===== src/rtl/ula_pkg.sv =====
// Shared types and constants for the multicycle ULA: op encodings, handshake
// FSM states and NZCV flag bit positions.
package ula_pkg;

   typedef enum logic [2:0] {
      OP_ADD = 3'b000,
      OP_SUB = 3'b001,
      OP_AND = 3'b010,
      OP_ORR = 3'b011,
      OP_EOR = 3'b100,
      OP_LSL = 3'b101,
      OP_LSR = 3'b110,
      OP_MUL = 3'b111
   } alu_op_t;

   typedef enum logic [1:0] {
      IDLE,
      MULT,
      DONE
   } state_t;

   localparam int FLAG_N = 3;
   localparam int FLAG_Z = 2;
   localparam int FLAG_C = 1;
   localparam int FLAG_V = 0;

endpackage


===== src/rtl/ula_mult_iter.sv =====
// Iterative shift-add multiplier: one partial product per cycle, WIDTH cycles
// after start. done/product are combinational so the caller registers them.
module ula_mult_iter #(
   parameter int WIDTH = 32
) (
   input  logic             clk,
   input  logic             reset_n,
   input  logic             start,
   input  logic [WIDTH-1:0] a,
   input  logic [WIDTH-1:0] b,
   output logic             done,
   output logic [WIDTH-1:0] product
);

   localparam int CW = $clog2(WIDTH);
   localparam logic [CW-1:0] CNT_MAX = CW'(WIDTH - 1);

   logic [WIDTH-1:0] a_q, b_q, acc_q;
   logic [CW-1:0]    cnt_q;
   logic             active_q;

   // product already includes this cycle's partial sum, so the last step
   // can be captured by the caller on the same edge that ends the run.
   assign product = acc_q + (b_q[0] ? a_q : '0);
   assign done    = active_q && (cnt_q == '0);

   // NOTE: sequential state uses non-blocking assignments so every register
   // samples the pre-edge values of its neighbours.
   always_ff @(posedge clk) begin
      if (!reset_n) begin
         a_q      <= '0;
         b_q      <= '0;
         acc_q    <= '0;
         cnt_q    <= '0;
         active_q <= 1'b0;
      end else if (start) begin
         a_q      <= a;
         b_q      <= b;
         acc_q    <= '0;
         cnt_q    <= CNT_MAX;
         active_q <= 1'b1;
      end else if (active_q) begin
         acc_q <= product;
         a_q   <= a_q << 1;
         b_q   <= b_q >> 1;
         if (cnt_q == '0) active_q <= 1'b0;
         else             cnt_q    <= cnt_q - 1'b1;
      end
   end

endmodule


===== src/rtl/ula_multiciclo.sv =====
// Multicycle ULA: valid/ready handshake FSM, combinational single-cycle ALU and
// an iterative multiplier, with Result and NZCV flags registered together.
module ula_multiciclo
   import ula_pkg::*;
#(
   parameter int WIDTH = 32
) (
   input  logic             clk,
   input  logic             reset_n,
   input  logic             in_valid,
   output logic             in_ready,
   input  logic [WIDTH-1:0] A,
   input  logic [WIDTH-1:0] B,
   input  logic [2:0]       ALUControl,
   output logic             out_valid,
   input  logic             out_ready,
   output logic [WIDTH-1:0] Result,
   output logic [3:0]       ALUFlags,
   output logic             busy
);

   localparam int SHW = $clog2(WIDTH);

   state_t           state, state_nxt;
   alu_op_t          op;
   logic             xfer, is_mul, is_sub;
   logic             mul_done;
   logic [WIDTH-1:0] mul_product;
   logic [WIDTH-1:0] b_eff, alu_res;
   logic [WIDTH:0]   sum;
   logic [SHW-1:0]   shamt;
   logic [3:0]       alu_flags, mul_flags;

   assign op     = alu_op_t'(ALUControl);
   assign is_mul = (op == OP_MUL);
   assign is_sub = (op == OP_SUB);
   assign xfer   = in_valid && in_ready;
   assign shamt  = B[SHW-1:0];

   // SUB reuses the adder as A + ~B + 1, so carry-out means "no borrow".
   assign b_eff = is_sub ? ~B : B;
   assign sum   = {1'b0, A} + {1'b0, b_eff} + {{WIDTH{1'b0}}, is_sub};

   ula_mult_iter #(.WIDTH(WIDTH)) u_mult (
      .clk     (clk),
      .reset_n (reset_n),
      .start   (xfer && is_mul),
      .a       (A),
      .b       (B),
      .done    (mul_done),
      .product (mul_product)
   );

   // NOTE: every combinational output gets a default first, so no path
   // through the case leaves it unassigned and infers a latch.
   always_comb begin
      alu_res   = '0;
      alu_flags = '0;
      unique case (op)
         OP_ADD, OP_SUB: begin
            alu_res           = sum[WIDTH-1:0];
            alu_flags[FLAG_C] = sum[WIDTH];
            alu_flags[FLAG_V] = (A[WIDTH-1] == b_eff[WIDTH-1]) &&
                                (sum[WIDTH-1] != A[WIDTH-1]);
         end
         OP_AND: alu_res = A & B;
         OP_ORR: alu_res = A | B;
         OP_EOR: alu_res = A ^ B;
         OP_LSL: alu_res = A << shamt;
         OP_LSR: alu_res = A >> shamt;
         OP_MUL: alu_res = '0;
      endcase
      alu_flags[FLAG_N] = alu_res[WIDTH-1];
      alu_flags[FLAG_Z] = (alu_res == '0);

      mul_flags         = '0;
      mul_flags[FLAG_N] = mul_product[WIDTH-1];
      mul_flags[FLAG_Z] = (mul_product == '0);
   end

   always_ff @(posedge clk) begin
      if (!reset_n) state <= IDLE;
      else          state <= state_nxt;
   end

   always_comb begin
      state_nxt = state;
      unique case (state)
         IDLE: if (xfer) state_nxt = is_mul ? MULT : DONE;
         MULT: if (mul_done) state_nxt = DONE;
         DONE: if (out_ready) begin
            if (xfer) state_nxt = is_mul ? MULT : DONE;
            else      state_nxt = IDLE;
         end
         default: state_nxt = IDLE;
      endcase
   end

   always_comb begin
      in_ready  = 1'b0;
      out_valid = 1'b0;
      busy      = 1'b0;
      unique case (state)
         IDLE: in_ready = reset_n;
         MULT: busy = 1'b1;
         DONE: begin
            out_valid = 1'b1;
            in_ready  = reset_n && out_ready;
         end
         default: ;
      endcase
   end

   // Result/flags move only on the edge that makes out_valid rise.
   always_ff @(posedge clk) begin
      if (!reset_n) begin
         Result   <= '0;
         ALUFlags <= '0;
      end else if (xfer && !is_mul) begin
         Result   <= alu_res;
         ALUFlags <= alu_flags;
      end else if (mul_done) begin
         Result   <= mul_product;
         ALUFlags <= mul_flags;
      end
   end

endmodule


===== config.mk =====
export PLATFORM = sky130hd
export DESIGN_NAME = ula_multiciclo
export DESIGN_NICKNAME = d
export VERILOG_FILES = /design/src/rtl/ula_pkg.sv /design/src/rtl/ula_mult_iter.sv /design/src/rtl/ula_multiciclo.sv
export SDC_FILE = /design/constraint.sdc
export NUM_CORES = 1
export LEC_CHECK = 0
export ABC_AREA = 1
export CORE_ASPECT_RATIO = 0.7
export CORE_MARGIN = 10
export CORE_UTILIZATION = 45
export CTS_BUF_LIST = sky130_fd_sc_hd__clkbuf_8
export DETAILED_ROUTE_END_ITERATION = 10
export GPL_TIMING_DRIVEN = 0
export MAX_ROUTING_LAYER = met4
export PLACE_DENSITY = 0.66
export RECOVER_POWER = 50
export SYNTH_ARGS = -nofsm -noshare
export SYNTH_HDL_FRONTEND = slang
export SYNTH_SLANG_ARGS = --single-unit

===== constraint.sdc =====
create_clock -name clk -period 4.2 [get_ports clk]
set_input_delay 0.84 -clock clk [delete_from_list [all_inputs] [get_ports clk]]
set_output_delay 0.84 -clock clk [all_outputs]
set_load 0.05 [all_outputs]

==> Yosys cells after proc, flatten, opt, wreduce, memory -nomap -nowiden <==
Cells that the tools add are included.
{ "totals": {"ff_bits": 140, "latchBits": 0, "ram_bits": 0, "romBits": 0, "elab_cells": 79, "n_memories": 0} }
{ "classes": {"add_sub_neg": 4, "mul": 0, "div": 0, "n_lt_le_gt_ge": 0, "eq_ne": 15, "n_shift": 2, "n_mux": 27, "n_bitwise": 5, "reduce_logical": 18} }
{ "op_table": {"columns": ["operator", "count"], "rows": [
  ["2-to-1 mux 32 bit", 8],
  ["case mux 32 bit (7 select lines)", 1],
  ["logical NOT 32 bit", 2],
  ["adder 32 x 32 -> 33 bit", 1],
  ["adder 33 x 1 -> 33 bit", 1],
  ["adder 32 bit", 1],
  ["bitwise AND 32 bit", 1],
  ["NOT 32 bit", 1],
  ["bitwise OR 32 bit", 1],
  ["left shift 32 x 5 -> 32 bit", 1],
  [">> shifter 32 x 5 -> 32 bit", 1],
  ["XOR 32 bit", 1],
  ["2-to-1 mux 5 bit", 3],
  ["equality test 3 bit (second input constant)", 4],
  ["2-to-1 mux 2 bit", 6],
  ["2-to-1 mux 4 bit", 2],
  ["equality test 3 x 2 -> 1 bit (second input constant)", 2],
  ["logical AND 1 bit", 6],
  ["!= test 2 bit (second input constant)", 3],
  ["case mux 2 bit (3 select lines)", 1],
  ["logical NOT 5 bit", 1],
  ["2-to-1 mux 1 bit", 5],
  ["subtractor 5 x 1 -> 5 bit (second input constant)", 1],
  ["nonzero test 2 bit", 2],
  ["other kinds (14)", 15]
]} }

==> Logic depth before layout (Yosys ltp) <==
Gate-level depths: netlist (run 1).
{ "depth": {"word_depth": 8, "mapped_depth": 27, "depth_no_buf": 27} }

==> By module <==
From an unflattened synthesis (run 1), not the netlist that was laid out.
{ "unflattened": {"cells_unflattened": 2918, "area_unflattened_um2": 16429.5} }
{ "modules_own_cells": {"columns": ["module", "instances", "cells_per_inst", "area_per_inst_um2", "seq_area_each_um2"], "rows": [
  ["ula_multiciclo", 1, 1738, 9442.8, 740.7],
  ["ula_mult_iter", 1, 1180, 6986.7, 2042.0]
]} }

==> Worst setup path after synthesis (run 1) <==
OpenSTA, ideal clock, no wires.
{ "synth_path": {"path_kind": "in2reg", "from": "input port ALUControl[1]", "to": "register ALUFlags[2]", "setup_ps": 56, "t_arrival_ps": 3538, "required_time_ps": 4144, "path_slack_ps": 606, "path_stages": 22, "path_cell_list": "nor2_2 > clkinv_1 > nor2_1 > buf_2 > xor2_1 > ha_1 > nand2_1 > inv_1 > a21oi_1 > nor2_1 > nor2_1 > nand2_1 > nand2_1 > nand2_1 > xor2_1 > a21oi_1 > nand3_1 > nor2_1 > nand3_1 > nand3_1 > nand2_1 > inv_1"} }
{ "synth_between": {"elab_chain_len": 7, "elab_cells_between_ends": 18, "classes_between": "2 x add/sub; 7 x eq/ne; 3 x mux; 6 x reduce/logical"} }
{ "synth_rtl": {"columns": ["element", "line", "source"], "rows": [
  ["from (decl)", "ula_multiciclo.sv:14", "input logic [2:0] ALUControl,"],
  ["equality test 3 x 1 -> 1 bit", "ula_multiciclo.sv:36, ula_multiciclo.sv:59", null],
  ["2-to-1 mux 32 bit", "ula_multiciclo.sv:41", "assign b_eff = is_sub ? ~B : B;"],
  ["adder 32 x 32 -> 33 bit", "ula_multiciclo.sv:42", "assign sum = {1'b0, A} + {1'b0, b_eff} + {{WIDTH{1'b0}}, is_sub};"],
  ["adder 33 x 1 -> 33 bit", "ula_multiciclo.sv:42", null],
  ["case mux 32 bit (7 select lines)", "ula_multiciclo.sv:59", "unique case (op)"],
  ["logical NOT 32 bit", "ula_multiciclo.sv:74", "alu_flags[FLAG_Z] = (alu_res == '0);"],
  ["2-to-1 mux 4 bit", "ula_multiciclo.sv:119", "end else if (xfer && !is_mul) begin"],
  ["to (signal assigned)", "ula_multiciclo.sv:121", "ALUFlags <= alu_flags;"],
  ["to (signal assigned)", "ula_multiciclo.sv:124", "ALUFlags <= mul_flags;"],
  ["to (decl)", "ula_multiciclo.sv:18", "output logic [3:0] ALUFlags,"]
]} }
Parallel ways exist; a longest one is shown, timed or not.
A chain may end at the register's enable or synchronous reset.

==> Worst setup path in the final report (run 1) <==
{ "layout_path": {"from": "register u_mult.b_q[0]", "to": "register ALUFlags[2]"} }
{ "layout_between": {"elab_chain_len": 5} }
{ "layout_rtl": {"columns": ["element", "line", "source"], "rows": [
  ["from (decl)", "ula_mult_iter.sv:18", "logic [WIDTH-1:0] a_q, b_q, acc_q;"],
  ["from (signal assigned)", "ula_mult_iter.sv:45", "b_q <= b_q >> 1;"],
  ["2-to-1 mux 32 bit", "ula_mult_iter.sv:24", "assign product = acc_q + (b_q[0] ? a_q : '0);"],
  ["adder 32 bit", "ula_mult_iter.sv:24", null],
  ["logical NOT 32 bit", "ula_multiciclo.sv:78", "mul_flags[FLAG_Z] = (mul_product == '0);"],
  ["2-to-1 mux 4 bit", "ula_multiciclo.sv:122", "end else if (mul_done) begin"],
  ["2-to-1 mux 4 bit", "ula_multiciclo.sv:119", null]
]} }
No other way between the ends. The select of a mux whose other input is x is not followed.

==> flow_metrics.env, run 1 <==
export IMPL_synth_async_reset_ratio=0
export IMPL_timing_max_cap_violations=0
export IMPL_synth_edff_count=0
export IMPL_place_gp_congestion=1.22
export IMPL_synth_cells=2744
export IMPL_gr_total_overflow=0
export IMPL_maximum_number_of_pins_on_one_net_before_global_route_repair=20
export IMPL_ir_drop_mv=0.153
export IMPL_ant_nets=0
export IMPL_detailed_place_hpwl_um=69400
export IMPL_synth_warnings=0
export IMPL_layout_common_cells="789 x nand2_1, 478 x nand3_1, 319 x inv_1"
export IMPL_wire_length_of_the_first_global_routing_pass_um=123000
export IMPL_tritoncts="done"
export IMPL_drtPass1Iterations=8
export IMPL_worst_setup_path_type="flop to flop"
export IMPL_antenna_violations_before_repair=4
export IMPL_clock_skew_ns=0.0179
export IMPL_hold_path_class="flop to flop"
export IMPL_worst_endpoint_required_ns=4.62
export IMPL_max_clock_path_buffers=2
export IMPL_cellPowerDensity_nw_per_um2=238
export IMPL_final_fill_count=3684
export IMPL_drive_gt1_frac=0.0458
export IMPL_syn_cell_area_um2=15800
export IMPL_layout_min_cycle_time_ns=4.04
export IMPL_mean_routed_wirelength_per_cell_um=25.7
export IMPL_clockRootBuffer="clkbuf_8"
export IMPL_synth_cell_types=51
export IMPL_die_width_um=244
export IMPL_syn_avg_cell_area_um2=5.75
export IMPL_initial_utilization=0.455
export IMPL_max_freq_ghz=0.248
export IMPL_detail_route_vias_per_cell=6.19
export IMPL_pin_slew_with_the_least_headroom_to_its_limit_ns=1.07
export IMPL_h_tree_depth=4
export IMPL_hold_viol_final=0
export IMPL_report_final_setup_viol=0
export IMPL_whs_ns=0.479
export IMPL_first_global_vias=18368
export IMPL_first_iter_violations=3318
export IMPL_die_outline_area_um2=43100
export IMPL_num_rows=57
export IMPL_cp_end_kind="flop"
export IMPL_route_detailed_drc=0
export IMPL_rsz0062_at_grt="false"
export IMPL_num_vias=20794
export IMPL_status="finished clean"
export IMPL_areaGrowthSynthToFinish_pct=13.9
export IMPL_worst_path_arrival_ns=4.45
export IMPL_cp_start_kind="flop"
export IMPL_coreArea_um2=34700
export IMPL_final_min_period_over_clock_period=0.962
export IMPL_post_syn_nets=2948
export IMPL_worst_path_max_fanout=10
export IMPL_postSynth_topFlopCell="dfxtp_1"
export IMPL_io_buffers=108
export IMPL_tritoncts_num_sinks=139
export IMPL_postSynthRegisterBits=139
export IMPL_yosysSeqAreaShare=0.176
export IMPL_drt_total_wl_um=86200
export IMPL_floorplan_io_pins=110
export IMPL_worst_slew_margin_rel=0.288
export IMPL_cts_made_buffers=17
export IMPL_grt_usage=0.395
export IMPL_slew_violations=0
export IMPL_layout_nets=3073
export IMPL_final_util=0.518
export IMPL_clk_pin_slew_ns=0.09
export IMPL_static_leakage_power_nw=8.94
export IMPL_die_h_um=177
export IMPL_commonest_non_fill_non_tap_cell_in_the_layout="nand2_1"
export IMPL_clock_insertion_delay_worst_skew_ns=0.48
-- sequential cells by signal (all words and copies together), names as in the netlist --
| signal | count |
|---|---|
| u_mult.active_q | 1 |
| u_mult.a_q | 32 |
| state | 2 |
| Result | 32 |
| ALUFlags | 3 |
| u_mult.acc_q | 32 |
| u_mult.cnt_q | 5 |
| u_mult.b_q | 32 |
-- area by class of cell --
class | instances | area (um2) | share of cell area
Antenna cell | 6 | 15.0 | 0.000836
Buffer | 127 | 613 | 0.0341
Clock buffer | 20 | 275 | 0.0153
Clock inverter | 12 | 121 | 0.00676
Inverter | 328 | 1240 | 0.0690
Multi-Input combinational cell | 2147 | 11200 | 0.625
Sequential cell | 139 | 2780 | 0.155
Tap cell | 472 | 591 | 0.0329
Timing Repair Buffer | 109 | 1090 | 0.0608
-- worst paths after layout --
path / from / endpoint / slack, ns / cells after the start
setup / recovery: u_mult.b_q[0] / ALUFlags[2] / 0.16 / 21
hold / removal: ALUFlags[0] / ALUFlags[0] / 0.48 / 2
hold reg to reg: ALUFlags[0] / ALUFlags[0] / 0.48 / 2
setup reg to reg: u_mult.b_q[0] / ALUFlags[2] / 0.16 / 21
-- worst max-delay path: stages (launching register included) --
cell and delay [ns]:
dfxtp_1 0.30, clkbuf_1 0.23, clkbuf_2 0.30, nand2_1 0.11, inv_1 0.05, ha_1 0.20, fa_1 0.54, nand3_1 0.15
nand3_2 0.18, a21oi_4 0.26, o21ai_2 0.16, nand3_1 0.13, nand3_1 0.07, nand2_1 0.06, nand2_1 0.26, nor2_1 0.19
nand2_1 0.08, nor2_2 0.22, nand4_1 0.21, nand3_1 0.16, nand2_1 0.06, inv_1 0.05
-- cells in the mapped netlist (all sizes together) (2+ instances only) --
library cell / n / share of area
nand2: 801 / 0.19
nand3: 481 / 0.15
inv: 325 / 0.077
nor2: 248 / 0.060
dfxtp: 139 / 0.18
ha: 131 / 0.10
a21oi: 95 / 0.030
o21ai: 89 / 0.028
a31oi: 69 / 0.027
buf: 65 / 0.022
clkbuf: 65 / 0.016
xor2: 48 / 0.027
nand4: 39 / 0.015
o211ai: 35 / 0.017
nor3: 17 / 0.0054
a221oi: 10 / 0.0063
a22oi: 8 / 0.0038
or2: 8 / 0.0032
and2: 7 / 0.0028
a211oi: 6 / 0.0029
a21o: 6 / 0.0029
o211a: 6 / 0.0038
nand3b: 5 / 0.0024
o21a: 5 / 0.0024
o21bai: 5 / 0.0024
xnor2: 5 / 0.0028
a21boi: 3 / 0.0014
and3: 3 / 0.0012
clkinv: 3 / 0.00071
nor4: 3 / 0.0012
o22ai: 3 / 0.0012
a22o: 2 / 0.0011
fa: 2 / 0.0025
o2111ai: 2 / 0.0011
o221ai: 2 / 0.0011
-- where the power goes --
part	internal, mW	switching (mW)
Sequential	1.35	0.0260
Combinational	0.498	1.27
Clock	0.569	0.555
Total	2.42	1.85
-- cells by family after synthesis --
kind of cell | Yosys count | share of synthesized area
flip-flops | 139 | 0.176
adder cells (fa/ha/maj) | 133 | 0.106
AND/OR/NAND/NOR | 1612 | 0.437
buffers and inverters | 458 | 0.116
AO/OA/AOI/OAI | 348 | 0.134
multiplexers | 1 | 0.000634
XOR/XNOR | 53 | 0.0294
-- per-stage QoR --
stage                     power, mW  setup TNS [ns]  setup slack, ns  instance area, um2  std cells
after global placement         3.05          -25.32            -1.21               17400       3324
after detailed placement       3.06          -27.34            -1.30               17400       3324
final                          4.27               0            0.161               18000       3360
after CTS                      4.16               0          0.00716               17900       3354
after floorplan                2.39               0            0.606               15800       2744
after global routing           4.41               0          0.00558               18000       3358
-- metal layers --
layer,track usage,part of all wire
met1,0.539,0.43
met4,0.165,0.048
met3,0.130,0.14
met5,-,0
met2,0.515,0.37
-- repair_timing --
item / CTS / global route
endpoints found under the setup margin: 31 / 11
buffers inserted: 0 / 1
gates resized for setup: 12 / 23
hold buffers: 0 / 0
pin swaps: 0 / 1
(Power assumes the default switching activity.)
==> run 2: changes to the inputs <==
Settings changed: GPL_TIMING_DRIVEN 0 to unset.
==> run 2 against run 1 <==
Clock skew grew 0.0090 ns. Flip-flop and latch count did not move. Highest routed layer unchanged. Cell area rose by 5.8%. Critical path depth down 3. Fmax fell by 1.0%. Sequential share of layout area is 0.83 points lower. Critical endpoint unchanged. First-iteration DRC count decreased by 5.7%.
==> flow_metrics.env, run 2 (synthesized netlist as in run 1, its figures left out) <==
export IMPL_clockRootBuffer="clkbuf_8"
export IMPL_placement_cell_area_um2=18600
export IMPL_die_h_um=177
export IMPL_pin_slew_with_the_least_headroom_to_its_limit_ns=1.12
export IMPL_gr_total_overflow=0
export IMPL_rsz0062_at_grt="false"
export IMPL_route_detailed_drc=0
export IMPL_place_gp_congestion=1.19
export IMPL_worst_endpoint_required_ns=4.63
export IMPL_worst_r2r_cell_count=18
export IMPL_timing_max_cap_violations=0
export IMPL_h_tree_depth=4
export IMPL_initial_utilization=0.455
export IMPL_report_final_setup_viol=0
export IMPL_internal_reg_to_reg_setup_slack_ns=0.12
export IMPL_drtPass1Iterations=6
export IMPL_hold_path_class="flop to flop"
export IMPL_num_vias=20678
export IMPL_reg2reg_from="u_mult.b_q[0]"
export IMPL_timing_hold_worst_endpoint="ALUFlags[1]"
export IMPL_gr_usage_met1=0.514
export IMPL_max_clock_path_buffers=2
export IMPL_worst_path_arrival_ns=4.51
export IMPL_hold_viol_final=0
export IMPL_cpMaxStageDelayCell="o21ai_0"
export IMPL_wire_length_of_the_first_global_routing_pass_um=122000
export IMPL_worst_path_max_fanout=5
export IMPL_final_min_period_over_clock_period=0.971
export IMPL_slew_violations=0
export IMPL_first_global_vias=18972
export IMPL_detailed_place_hpwl_um=67300
export IMPL_crit_path_cell_trace="nand2_1 > inv_1 > ha_1 > fa_1 > nand3_1 > nand3_1 > a21oi_1 > o21ai_0 > nand3_1 > nand4_1 > nand2_1 > nor2_1 > nand2_1 > nor2_1 > nand4_1 > nand3_1 > nand2_1 > inv_1"
export IMPL_die_outline_area_um2=43100
export IMPL_commonest_non_fill_non_tap_cell_in_the_layout="nand2_1"
export IMPL_antenna_violations_before_repair=6
export IMPL_timing_rr_end="ALUFlags[2]"
export IMPL_io_buffers=109
export IMPL_timing_critical_path_slowest_cell_delay_ns=0.81
export IMPL_finalInstanceArea_um2=19000
export IMPL_layout_common_cells="789 x nand2_1, 479 x nand3_1, 314 x inv_1"
export IMPL_cp_start_kind="flop"
export IMPL_mean_routed_wirelength_per_cell_um=24.0
export IMPL_cp_num_buf_inv=2
export IMPL_ant_nets=0
export IMPL_clock_skew_ns=0.0270
export IMPL_tritoncts="done"
export IMPL_status="finished clean"
export IMPL_cts_made_buffers=17
export IMPL_areaGrowthSynthToFinish_pct=20.5
export IMPL_grt_most_used_layer="met1"
export IMPL_hold_path_depth=2
export IMPL_drive_gt1_frac=0.0997
export IMPL_clk_pin_slew_ns=0.10
export IMPL_ir_drop_mv=0.206
export IMPL_layout_nets=3161
export IMPL_max_freq_ghz=0.245
export IMPL_coreArea_um2=34700
export IMPL_detail_route_vias_per_cell=6.00
export IMPL_num_rows=57
export IMPL_floorplan_io_pins=110
export IMPL_maximum_number_of_pins_on_one_net_before_global_route_repair=94
export IMPL_whs_ns=0.472
export IMPL_clock_insertion_delay_worst_skew_ns=0.49
export IMPL_drt_total_wl_um=82800
export IMPL_global_routing_usage_on_met3=0.160
export IMPL_cp_end_kind="flop"
export IMPL_tritoncts_num_sinks=139
export IMPL_layout_min_cycle_time_ns=4.08
export IMPL_grt_usage=0.384
export IMPL_cellPowerDensity_nw_per_um2=238
export IMPL_worst_slew_margin_rel=0.250
export IMPL_worst_setup_path_type="flop to flop"
export IMPL_die_width_um=244
export IMPL_static_leakage_power_nw=9.63
export IMPL_first_iter_violations=3129
export IMPL_post_cts_buffers=0
export IMPL_worst_path_dominant_cell_family="simple AND/OR/NAND/NOR gates"
export IMPL_global_route_met2_utilization=0.493
export IMPL_hold_path_startpoint="ALUFlags[1]"
-- run 2: changes by cell type in the layout (fill, tap and decap cells not counted), sizes merged, moves of 2 or more --
cell / change
buf: +154
clkbuf: -67
inv: +5
dlymetal6s2s: -2
-- run 2: per-stage QoR --
stage | util | power, mW | cells | setup slack, ns | TNS [ns]
2_1_floorplan | - | 2.39 | 2744 | 0.606 | 0
3_3_place_gp | 0.536 | 3.28 | 3410 | -0.355 | -1.01
3_5_place_dp | 0.536 | 3.29 | 3410 | -0.350 | -1.22
4_1_cts | 0.548 | 4.44 | 3442 | 0.146 | 0
5_1_grt | 0.548 | 4.69 | 3448 | 0.0669 | 0
6_report | 0.548 | 4.52 | 3449 | 0.120 | 0
-- run 2: how the worst max path moves through the flow --
stage                              from        endpoint  slack [ns]  cells past startpoint
final                     u_mult.b_q[0]     ALUFlags[2]        0.12                     18
after global routing      ALUControl[1]  u_mult.b_q[15]        0.07                     10
after CTS                 ALUControl[1]     ALUFlags[2]        0.15                     24
after detailed placement  ALUControl[1]     ALUFlags[2]       -0.35                     24
after global placement    ALUControl[1]     ALUFlags[2]       -0.35                     24
after floorplan           ALUControl[1]     ALUFlags[2]        0.61                     22
-- run 2: power by group --
group,internal [mW],switching [mW],leakage [nW]
registers,1.35,0.0276,1.12
logic,0.686,1.28,8.30
clock network,0.502,0.676,0.197
-- run 2: routing by layer --
layer,vias to the layer above,share of wire
li1,9498,-
met1,9614,0.43
met2,1372,0.37
met3,194,0.16
met4,0,0.041
met5,-,0
-- run 2: area by class of cell --
cell class | instances | area [um2]
Fill cell | 3603 | 15700
Multi-Input combinational cell | 2147 | 11200
Sequential cell | 139 | 2790
Timing Repair Buffer | 324 | 2780
Inverter | 328 | 1230
Tap cell | 472 | 591
Clock buffer | 17 | 234
Clock inverter | 15 | 174
Antenna cell | 7 | 17.5
-- run 2: worst min-delay path: cells and delay by family, from the launching register on --
kind / cells / cell delay (ns)
and+or+nand+nor: 1 / 0.06
AOI/OAI and AO/OA: 1 / 0.06
DFF: 1 / 0.32
-- run 2: what timing repair did --
item	CTS	global route
gates resized for setup	0	4
endpoints found under the setup margin	0	2
hold buffers	0	0
endpoints found under the hold margin	0	0
